### config.mk
export PLATFORM = sky130hd
export DESIGN_NAME = contador_param
export DESIGN_NICKNAME = d
export VERILOG_FILES = /design/src/rtl/contador_param.sv
export SDC_FILE = /design/constraint.sdc
export NUM_CORES = 1
export LEC_CHECK = 0
export CAP_MARGIN = 25
export CORE_MARGIN = 2
export CORE_UTILIZATION = 35
export CTS_BUF_LIST = sky130_fd_sc_hd__clkbuf_2 sky130_fd_sc_hd__clkbuf_4 sky130_fd_sc_hd__clkbuf_8
export DETAILED_ROUTE_END_ITERATION = 16
export GPL_TIMING_DRIVEN = 0
export HOLD_SLACK_MARGIN = 0.12
export PLACE_DENSITY = 0.62
export SLEW_MARGIN = 20
export SYNTH_ARGS = -nofsm -noshare
export SYNTH_HDL_FRONTEND = slang
export SYNTH_SLANG_ARGS = --single-unit
### constraint.sdc
create_clock -name CLK -period 5.3 [get_ports CLK]
set_input_delay 1.59 -clock CLK [delete_from_list [all_inputs] [get_ports CLK]]
set_output_delay 1.59 -clock CLK [all_outputs]
set_load 0.005 [all_outputs]
### src/rtl/contador_param.sv
// contador_param: N-bit synchronous counter.
// Modes are up, down, down-by-STEP and parallel load. A cascade carry-in
// gates the counting modes, and the wrap behaviour can either saturate or
// roll over. TC is a combinational lookahead of the next wrap, so stages can
// be chained by feeding each stage's TC into the next stage's CI.
module contador_param #(
    parameter int WIDTH = 16,
    parameter int STEP  = 3
) (
    input  logic             CLK,
    input  logic             RST,
    input  logic             ENB,
    input  logic [1:0]       MODO,
    input  logic [WIDTH-1:0] D,
    input  logic             CI,
    input  logic             SAT,
    output logic [WIDTH-1:0] Q,
    output logic             RCO,
    output logic             TC,
    output logic             OVF
);

    localparam logic [1:0] MODO_UP   = 2'b00;
    localparam logic [1:0] MODO_DN   = 2'b01;
    localparam logic [1:0] MODO_DNS  = 2'b10;
    localparam logic [1:0] MODO_LOAD = 2'b11;

    // STEP is reduced to the counter width once, at elaboration.
    localparam logic [WIDTH-1:0] STEP_W   = WIDTH'(STEP);
    localparam logic [WIDTH-1:0] ALL_ONES = '1;

    logic             wrap;
    logic [WIDTH-1:0] q_step;
    logic [WIDTH-1:0] q_clamp;
    logic [WIDTH-1:0] q_nxt;
    logic             rco_nxt;
    logic             ovf_nxt;

    // Wrap condition, modulo step result and saturation limit for the current mode.
    always_comb begin
        wrap    = 1'b0;
        q_step  = Q;
        q_clamp = '0;
        case (MODO)
            MODO_UP: begin
                wrap    = (Q == ALL_ONES);
                q_step  = Q + 1'b1;
                q_clamp = ALL_ONES;
            end
            MODO_DN: begin
                wrap    = (Q == '0);
                q_step  = Q - 1'b1;
            end
            MODO_DNS: begin
                wrap    = (Q < STEP_W);
                q_step  = Q - STEP_W;
            end
            default: begin
                wrap    = 1'b0;
                q_step  = Q;
            end
        endcase
    end

    // The lookahead depends only on Q, ENB, MODO and CI. It never depends on D or SAT.
    always_comb begin
        TC = ENB & CI & wrap;
    end

    // Next-state selection. Load wins over everything else. In all other
    // modes D is never looked at, so an unknown D cannot reach Q.
    always_comb begin
        q_nxt   = Q;
        rco_nxt = 1'b0;
        ovf_nxt = OVF;
        if (ENB) begin
            if (MODO == MODO_LOAD) begin
                q_nxt   = D;
                ovf_nxt = 1'b0;
            end else if (CI) begin
                if (wrap) begin
                    rco_nxt = 1'b1;
                    ovf_nxt = 1'b1;
                    q_nxt   = SAT ? q_clamp : q_step;
                end else begin
                    q_nxt   = q_step;
                end
            end
        end
    end

    // Count, carry-out and sticky overflow registers. Reset is asynchronous.
    always_ff @(posedge CLK or posedge RST) begin
        if (RST) begin
            Q   <= '0;
            RCO <= 1'b0;
            OVF <= 1'b0;
        end else begin
            Q   <= q_nxt;
            RCO <= rco_nxt;
            OVF <= ovf_nxt;
        end
    end

endmodule

## Word-level counts from Yosys, hierarchy flattened

Index checks and enable logic that the tools add are counted.

- Flip-flop bits (word level): 18
- Input bits: 23
- Output and inout port bits: 19

- Add/sub/neg operators: 3
- Magnitude comparators: 1
- Eq/ne operators: 4
- Multiplexer cells: 14
- Bitwise logic cells: 2
- Reduce and logical (&&, ||, !) cells: 6

Operators by type and width:

| operator | count |
|---|---|
| 2-to-1 mux 16 bit | 5 |
| one-hot mux 16 bit (3 select lines) | 1 |
| adder 16 x 1 -> 16 bit, second input constant | 1 |
| equality test 16 bit, second input constant | 1 |
| logical NOT 16 bit | 1 |
| less-than comparator 16 x 2 -> 1 bit, second input constant | 1 |
| subtractor 16 x 1 -> 16 bit, second input constant | 1 |
| subtractor 16 x 2 -> 16 bit, second input constant | 1 |
| 2-to-1 mux 1 bit | 7 |
| equality test 2 bit, second input constant | 2 |
| nonzero test 2 bit | 2 |
| one-hot mux 1 bit (3 select lines) | 1 |
| AND reduction 3 bit | 1 |
| AND 1 bit | 2 |
| equality test 2 x 1 -> 1 bit, second input constant | 1 |
| logical NOT 2 bit | 1 |
| AND reduction 2 bit | 1 |

## Longest topological paths before layout

- Depth in word-level cells: 6
- Mapped depth: 11
- Gate-level depth less buffers: 9

## Worst setup path before layout

Ideal clock, no wire load.

- Path kind: in2out
- From: input MODO[0]
- To: output TC
- Arrival: 2866 ps
- Required time: 3710 ps
- Setup slack: 844 ps
- Stages: 5
- Path buffers: 1
- Cell sequence: buf_6 or3b_1 a2111o_1 o22ai_1 and3_1

- Cells in the longest elaborated chain, start to end: 3
- Elaborated cells on any way between the ends: 5
- Those cells by class: eq/ne (2); mux (1); bitwise (1); reduce/logical (1)

RTL lines:

| item | RTL line | RTL |
|---|---|---|
| start: declaration | 13 | `input logic [1:0] MODO,` |
| equality test 2 bit (tied with other cells) | 44 | `case (MODO)` |
| one-hot mux 1 bit (3 select lines) * | 44 |  |
| AND 1 bit * | 67 | `TC = ENB & CI & wrap;` |
| end: declaration | 19 | `output logic TC,` |

Every way passes the cells marked *; elsewhere a longest branch is shown, timed or not.

## Worst setup path after layout

- From: input MODO[1]
- To: output TC

Same word-level chain as after synthesis.

==> results by group <==
Worst setup path
  • Worst endpoint data arrival time: about 3.5 ns
  • Crit path max fanout: 8
  • Critical Path Start Type: primary input
  • Worst Setup End Kind: output port
  • Worst R2R Setup Slack: between 2 and 2.5 ns
  • WS Path Type: primary input to output port
  • Worst EP required: 3.71 ns

STA
  • Tmin final: 5.10 ns
  • Highest Clock Rate: a little under 200 MHz
  • Max Transition Viols Final: 0
  • Final hold vios: 0
  • Period utilization: 96.3%
  • Skew final: 0.00294 ns
  • Setup ws final: 0.195 ns
  • Setup-failing EPs final: 0
  • Setup_tns: 0 ns
  • Worst slew pin tran: 0.827 ns
  • Slew headroom: 44.8%
  • RSZ-0062 raised after global routing: false

Clock tree
  • Clk buf depth: 2
  • Setup Buffers After CTS: 0
  • Root Buffer: clkbuf_8
  • CTS tree: yes
  • Clock sinks: 18
  • H-tree depth: 1
  • Clock slew at the register clock pins of the worst setup and hold paths: 0.09 ns
  • Num CTS Buffers: 3
  • Skew-Pair Late Insertion Delay: 0.27 ns

Synth
  • Post-synth ARST share: 100%
  • Mapped Area: 2330 um2
  • Post-synth EDFFs: 0
  • Top FF cell, synth: dfrtp_1
  • Register area share after synthesis: 19.3%
  • Synth warn: 0
  • Post-synthesis net count: between 300 and 400
  • Synth Register Bits: 18
  • Post-synthesis cell count: roughly 330
  • Post-Syn Area per Cell: 7.00 um2
  • Synth cell types: 63

Detailed routing
  • Drt total wl: 9.68 mm
  • Routed via count: 2,970
  • First-pass DRT Iterations: 5
  • Residual DRC: 0
  • Iter 0 DRT Violations: 307
  • Post-route ant nets: 0
  • Wire length per cell: 21.3 um
  • DR vias/cell: 6.54

Placed design
  • RePlAce Congestion: 1.03
  • Pre-CTS WS: -0.319 ns
  • Port bufs: 40
  • Post-DP HPWL: 7.16 mm

Final layout
  • Multi-input gate area: 1690 um2
  • Area growth syn-to-layout: 23.7%
  • Total area of sequential cells: 450 um2
  • Antenna fix cells: 0
  • Layout cell share with drive strength beyond 1: 7.43%
  • Fillcell total: 667
  • Nets: roughly 400

Hold path
  • Hold crit path type: register to register

Power and ir drop
  • Sw Ratio: 46.5%
  • Sw Pwr: 0.350 mW
  • Combinational fraction of design power: a little under three fifths
  • Power, Total: 0.753 mW
  • Pwr/cell area: approximately 260 nW/um2
  • Power Internal: 0.403 mW
  • Leakage: 0.994 nW
  • Clock share of power: between 10% and 20%
  • Reg power frac: 27.3%
  • VDD IR max: 203 uV

Flow run
  • Max cap viols: 0

Floorplanning
  • Rows: 29
  • # IOs: 42
  • Initial core utilization: 36.5%
  • Die H: 85.6 um
  • Die W: about 86 um
  • Core area: 6390 um2
  • Die area: 7320 um2

Global routing
  • GR Overflow Total: 0
  • Vias in the first global route: between 2,000 and 3,000
  • Antenna violations before repair: 1
  • First-pass GRT wire length: between 15 and 20 mm
  • Gr usage total: between 20% and 30%
  • Largest net degree at the start of global routing: 19

Outcome
  • Status: finished clean
-- power groups by stage --
stage                     Combinational (mW)  Clock, mW  Sequential [mW]
after floorplan                        0.251          0            0.197
final                                  0.417      0.130            0.206
after detailed placement               0.406          0            0.207
after CTS                              0.408      0.134            0.205
after global placement                 0.405          0            0.208
after global routing                   0.454      0.138            0.210
-- cells in the mapped netlist, drive strengths merged (3+ instances only) --
cell    instances  area (um2)
nand2          22        82.6
and3            8        50.1
o211ai          5        37.5
o31a            5        43.8
nor2           32         120
clkbuf         20        75.1
o21ai          28         140
o32ai           3        26.3
nor3b           6        45.0
nand4          15        93.8
and4            3        26.3
nor4            9        62.6
or3             6        37.5
o311ai          3        26.3
o21a            4        30.0
ha              3        37.5
inv            12        45.0
and2            3        18.8
dfrtp          18         450
or4             8        63.8
xnor2           4        35.0
o22ai           7        50.1
buf            12        76.3
mux2i           4        40.0
nand3          11        55.1
a21oi          27         135
or2             4        25.0
a211oi          3        27.5
nor3           14        70.1
a21o            5        37.5
-- what timing repair did --
item,in CTS,in global routing
setup endpoints to repair,1,1
cloned,0,0
gates resized for setup,2,2
pin swaps,0,0
hold buffers,0,0
-- registers in the layout, summed over array words and instances (netlist names) --
register / cells
RCO: 1
OVF: 1
Q: 16
-- path summary, 6_finish.rpt --
path	startpoint	end	cells after the start
min in group asynchronous	RST	Q[8]	2
setup reg to reg	Q[0]	Q[14]	10
setup / recovery	MODO[1]	TC	6
max in group asynchronous	RST	Q[1]	2
hold reg to reg	OVF	OVF	1
hold / removal	OVF	OVF	1
-- critical path, cell delays in order --
cell and delay, ns:
clkbuf_2 0.16, or3b_1 0.39, a2111o_1 0.45, o22ai_2 0.22, and3_1 0.20, clkdlybuf4s50_1 0.50
-- cell usage in the layout (no fill, tap or decap), drive strengths merged, types with 4 or more instances in the layout --
cell type	count
o211ai	5
inv	12
nand2	22
xnor2	4
nor2	32
o21a	4
a21oi	27
nor4	9
nand3	11
o21ai	28
nand4	15
o31a	5
o22ai	7
or3	6
and3	8
clkdlybuf4s50	39
a21o	5
mux2i	4
clkbuf	25
or2	4
buf	12
nor3b	6
nor3	14
dfrtp	18
or4	8
-- layout make-up --
class	count	share of cell area (%)
Clock buffer	4	1.91
Multi-Input combinational cell	271	58.6
Inverter	12	1.56
Tap cell	77	3.34
Sequential cell	18	15.6
Timing Repair Buffer	40	13.7
Buffer	32	5.25
-- metrics by stage --
| step | area [um2] | hold slack [ns] | std cells | utilization [%] |
|---|---|---|---|---|
| 2_1_floorplan | 2330 | 0.474 | 333 | - |
| 6_report | 2880 | 0.483 | 454 | 45.1 |
| 3_5_place_dp | 2830 | 0.468 | 450 | 44.3 |
| 4_1_cts | 2890 | 0.489 | 454 | 45.2 |
| 5_1_grt | 2880 | 0.516 | 454 | 45.1 |
| 3_3_place_gp | 2830 | 0.467 | 450 | 44.3 |
-- cells by family after synthesis --
| family | after synthesis | synth area share, % |
|---|---|---|
| AOI/OAI and AO/OA | 108 | 31.1 |
| DFF | 18 | 19.3 |
| muxes | 6 | 2.69 |
| buffers and inverters | 44 | 8.43 |
| xor gates and xnor gates | 4 | 1.50 |
| and+or+nand+nor | 150 | 35.3 |
| adders and majority gates | 3 | 1.61 |
-- per-layer routing --
metal / wire length (um) / global-route usage, %
met3: 827 / 3.75
met4: 225 / 6.93
met5: 13 / 0
met1: 4340 / 37.5
met2: 4280 / 43.0
Note: power is estimated with default switching activity, not from simulation.
==> patch (same flow settings) <==
Reset style: synchronous (`RST`), changed in one clocked block. Comments in the files are not updated.
--- a/src/rtl/contador_param.sv
+++ b/src/rtl/contador_param.sv
@@ -91,5 +91,5 @@
 
     // Count, carry-out and sticky overflow registers. Reset is asynchronous.
-    always_ff @(posedge CLK or posedge RST) begin
+    always_ff @(posedge CLK) begin
         if (RST) begin
             Q   <= '0;
Check against the original RTL: differs if RST is asserted again (counterexample within 4 cycles, from zero or initial values and one cycle with RST high); with RST held inactive, the same outputs for 10 cycles.
==> patch against the unedited design <==
Design area fell by 5.6%; power decreased by 31%; synthesized cell count fell by 8.1%; clock skew rose by 0.00071 ns; worst hold slack got worse by 0.0078 ns; combinational power fell by 39%; first-iteration DRC count rose by 6.2%; register-to-register slack improved by 0.19 ns; wire length fell by 19%; sequential cell count did not move; setup slack improved by 0.12 ns; synthesized area is 8.8% lower; critical path type unchanged; largest power group unchanged; highest routed layer is now met4.
==> patch: results (changes against the unedited design) <==
* P_leak at 1.00 nW (was 0.994 nW)
* DP Worst Slack at -0.110 ns (was -0.319 ns)
* Final #Nets at 381 (was 404)
* Fillers at 648 (was 667)
* Xor and xnor area share after synthesis at 0.0288 (was 0.0150)
* Post-synth net total at 332 (was 359)
* GRT met2 Usage at 0.377 (was 0.430)
* Max stage delay cell, worst path: or3b_4 (was clkdlybuf4s50_1)
* Final hold slack at 0.475 ns (was 0.483 ns)
* Clock-pin slew on the worst setup and hold paths at 0.07 ns (was 0.09 ns)
* Share of layout cells above drive strength 1 at 0.108 (was 0.0743)
* I/O Buffers at 41 (was 40)
* GRT Total Usage at 0.243 (was 0.267)
* WHS Endpoint: OVF$_SDFFE_PP0P_ (was OVF$_DFFE_PP0P_)
* Placed cell areas at 2630 µm² (was 2830 µm²)
* M1 GR Usage at 0.343 (was 0.375)
* CTS-repair resized insts at 5 (was 2)
* Reg2Reg Depth at 11 (was 10)
* First-pass GRT wire length at 12.5 mm (was 15.0 mm)
* Post-CTS Setup Inserts at 2 (was 0)
* Synth Area in Compound Gates at 0.308 (was 0.311)
* Initial DRC Count at 326 (was 307)
* Post-synth top cells: nor2_1, nand2_1, a21oi_1, o21ai_0, nor3_1 (was nor2_1, o21ai_0, a21oi_1, nand2_1, clkbuf_1)
* Clock Skew at 0.00365 ns (was 0.00294 ns)
* Peak VDD IR at 0.0956 mV (was 0.203 mV)
* Hold Startpoint: OVF$_SDFFE_PP0P_ (was OVF$_DFFE_PP0P_)
* Highest metal used: met4 (was met5)
* Synth Area in Adders at 0.0177 (was 0.0161)
* WL/cell at 18.3 µm (was 21.3 µm)
* Syn Inst Count at 306 (was 333)
* R2r setup slk at 2.49 ns (was 2.30 ns)
* Status: complete, no violations (unchanged)
* Critical R2R Capture: Q[12]$_SDFFE_PP0P_ (was Q[14]$_DFFE_PP0P_)
* Achievable frequency at 0.201 GHz (was 0.196 GHz)
* Asr flop ratio synth at 0 (was 1.00)
* Synth top area cells: dfxtp_1, nor2_1, a21oi_1 (was dfrtp_1, o21ai_0, a21oi_1)
* Yosys cell types at 65 (was 63)
* Hpwl dp at 5.96 mm (was 7.16 mm)
* Rel. slew slack at 0.488 (was 0.448)
* Reg-to-reg startpoint: Q[1]$_SDFFE_PP0P_ (was Q[0]$_DFFE_PP0P_)
* M1 wire length at 3.57 mm (was 4.34 mm)
patch: cell count changes in the layout (fill, tap and decap cells not counted), sizes merged, moves of 5 or more:
cell | before | now
a21oi | 27 | 21
a221oi | 0 | 5
clkbuf | 25 | 15
dfrtp | 18 | 0
dfxtp | 0 | 18
nand2 | 22 | 28
nand3 | 11 | 16
nand4 | 15 | 1
nor3 | 14 | 20
or4 | 8 | 2
patch: layout make-up:
cell class	instances	area, µm²	area share
repair buffers	44	435	0.160
flip-flops and latches	18	360	0.132
inverters	9	33.8	0.0124
plain buffers	24	114	0.0418
clock buffers	3	41.3	0.0152
multi-input cells	255	1640	0.604
well taps	75	93.8	0.0345
patch: power groups by stage:
stage	clock network (mW)	registers [mW]	logic (mW)
finish	0.0996	0.163	0.254
global route	0.106	0.165	0.277
CTS	0.103	0.163	0.249
detailed placement	0	0.166	0.244
global placement	0	0.166	0.245
floorplan	0	0.163	0.160
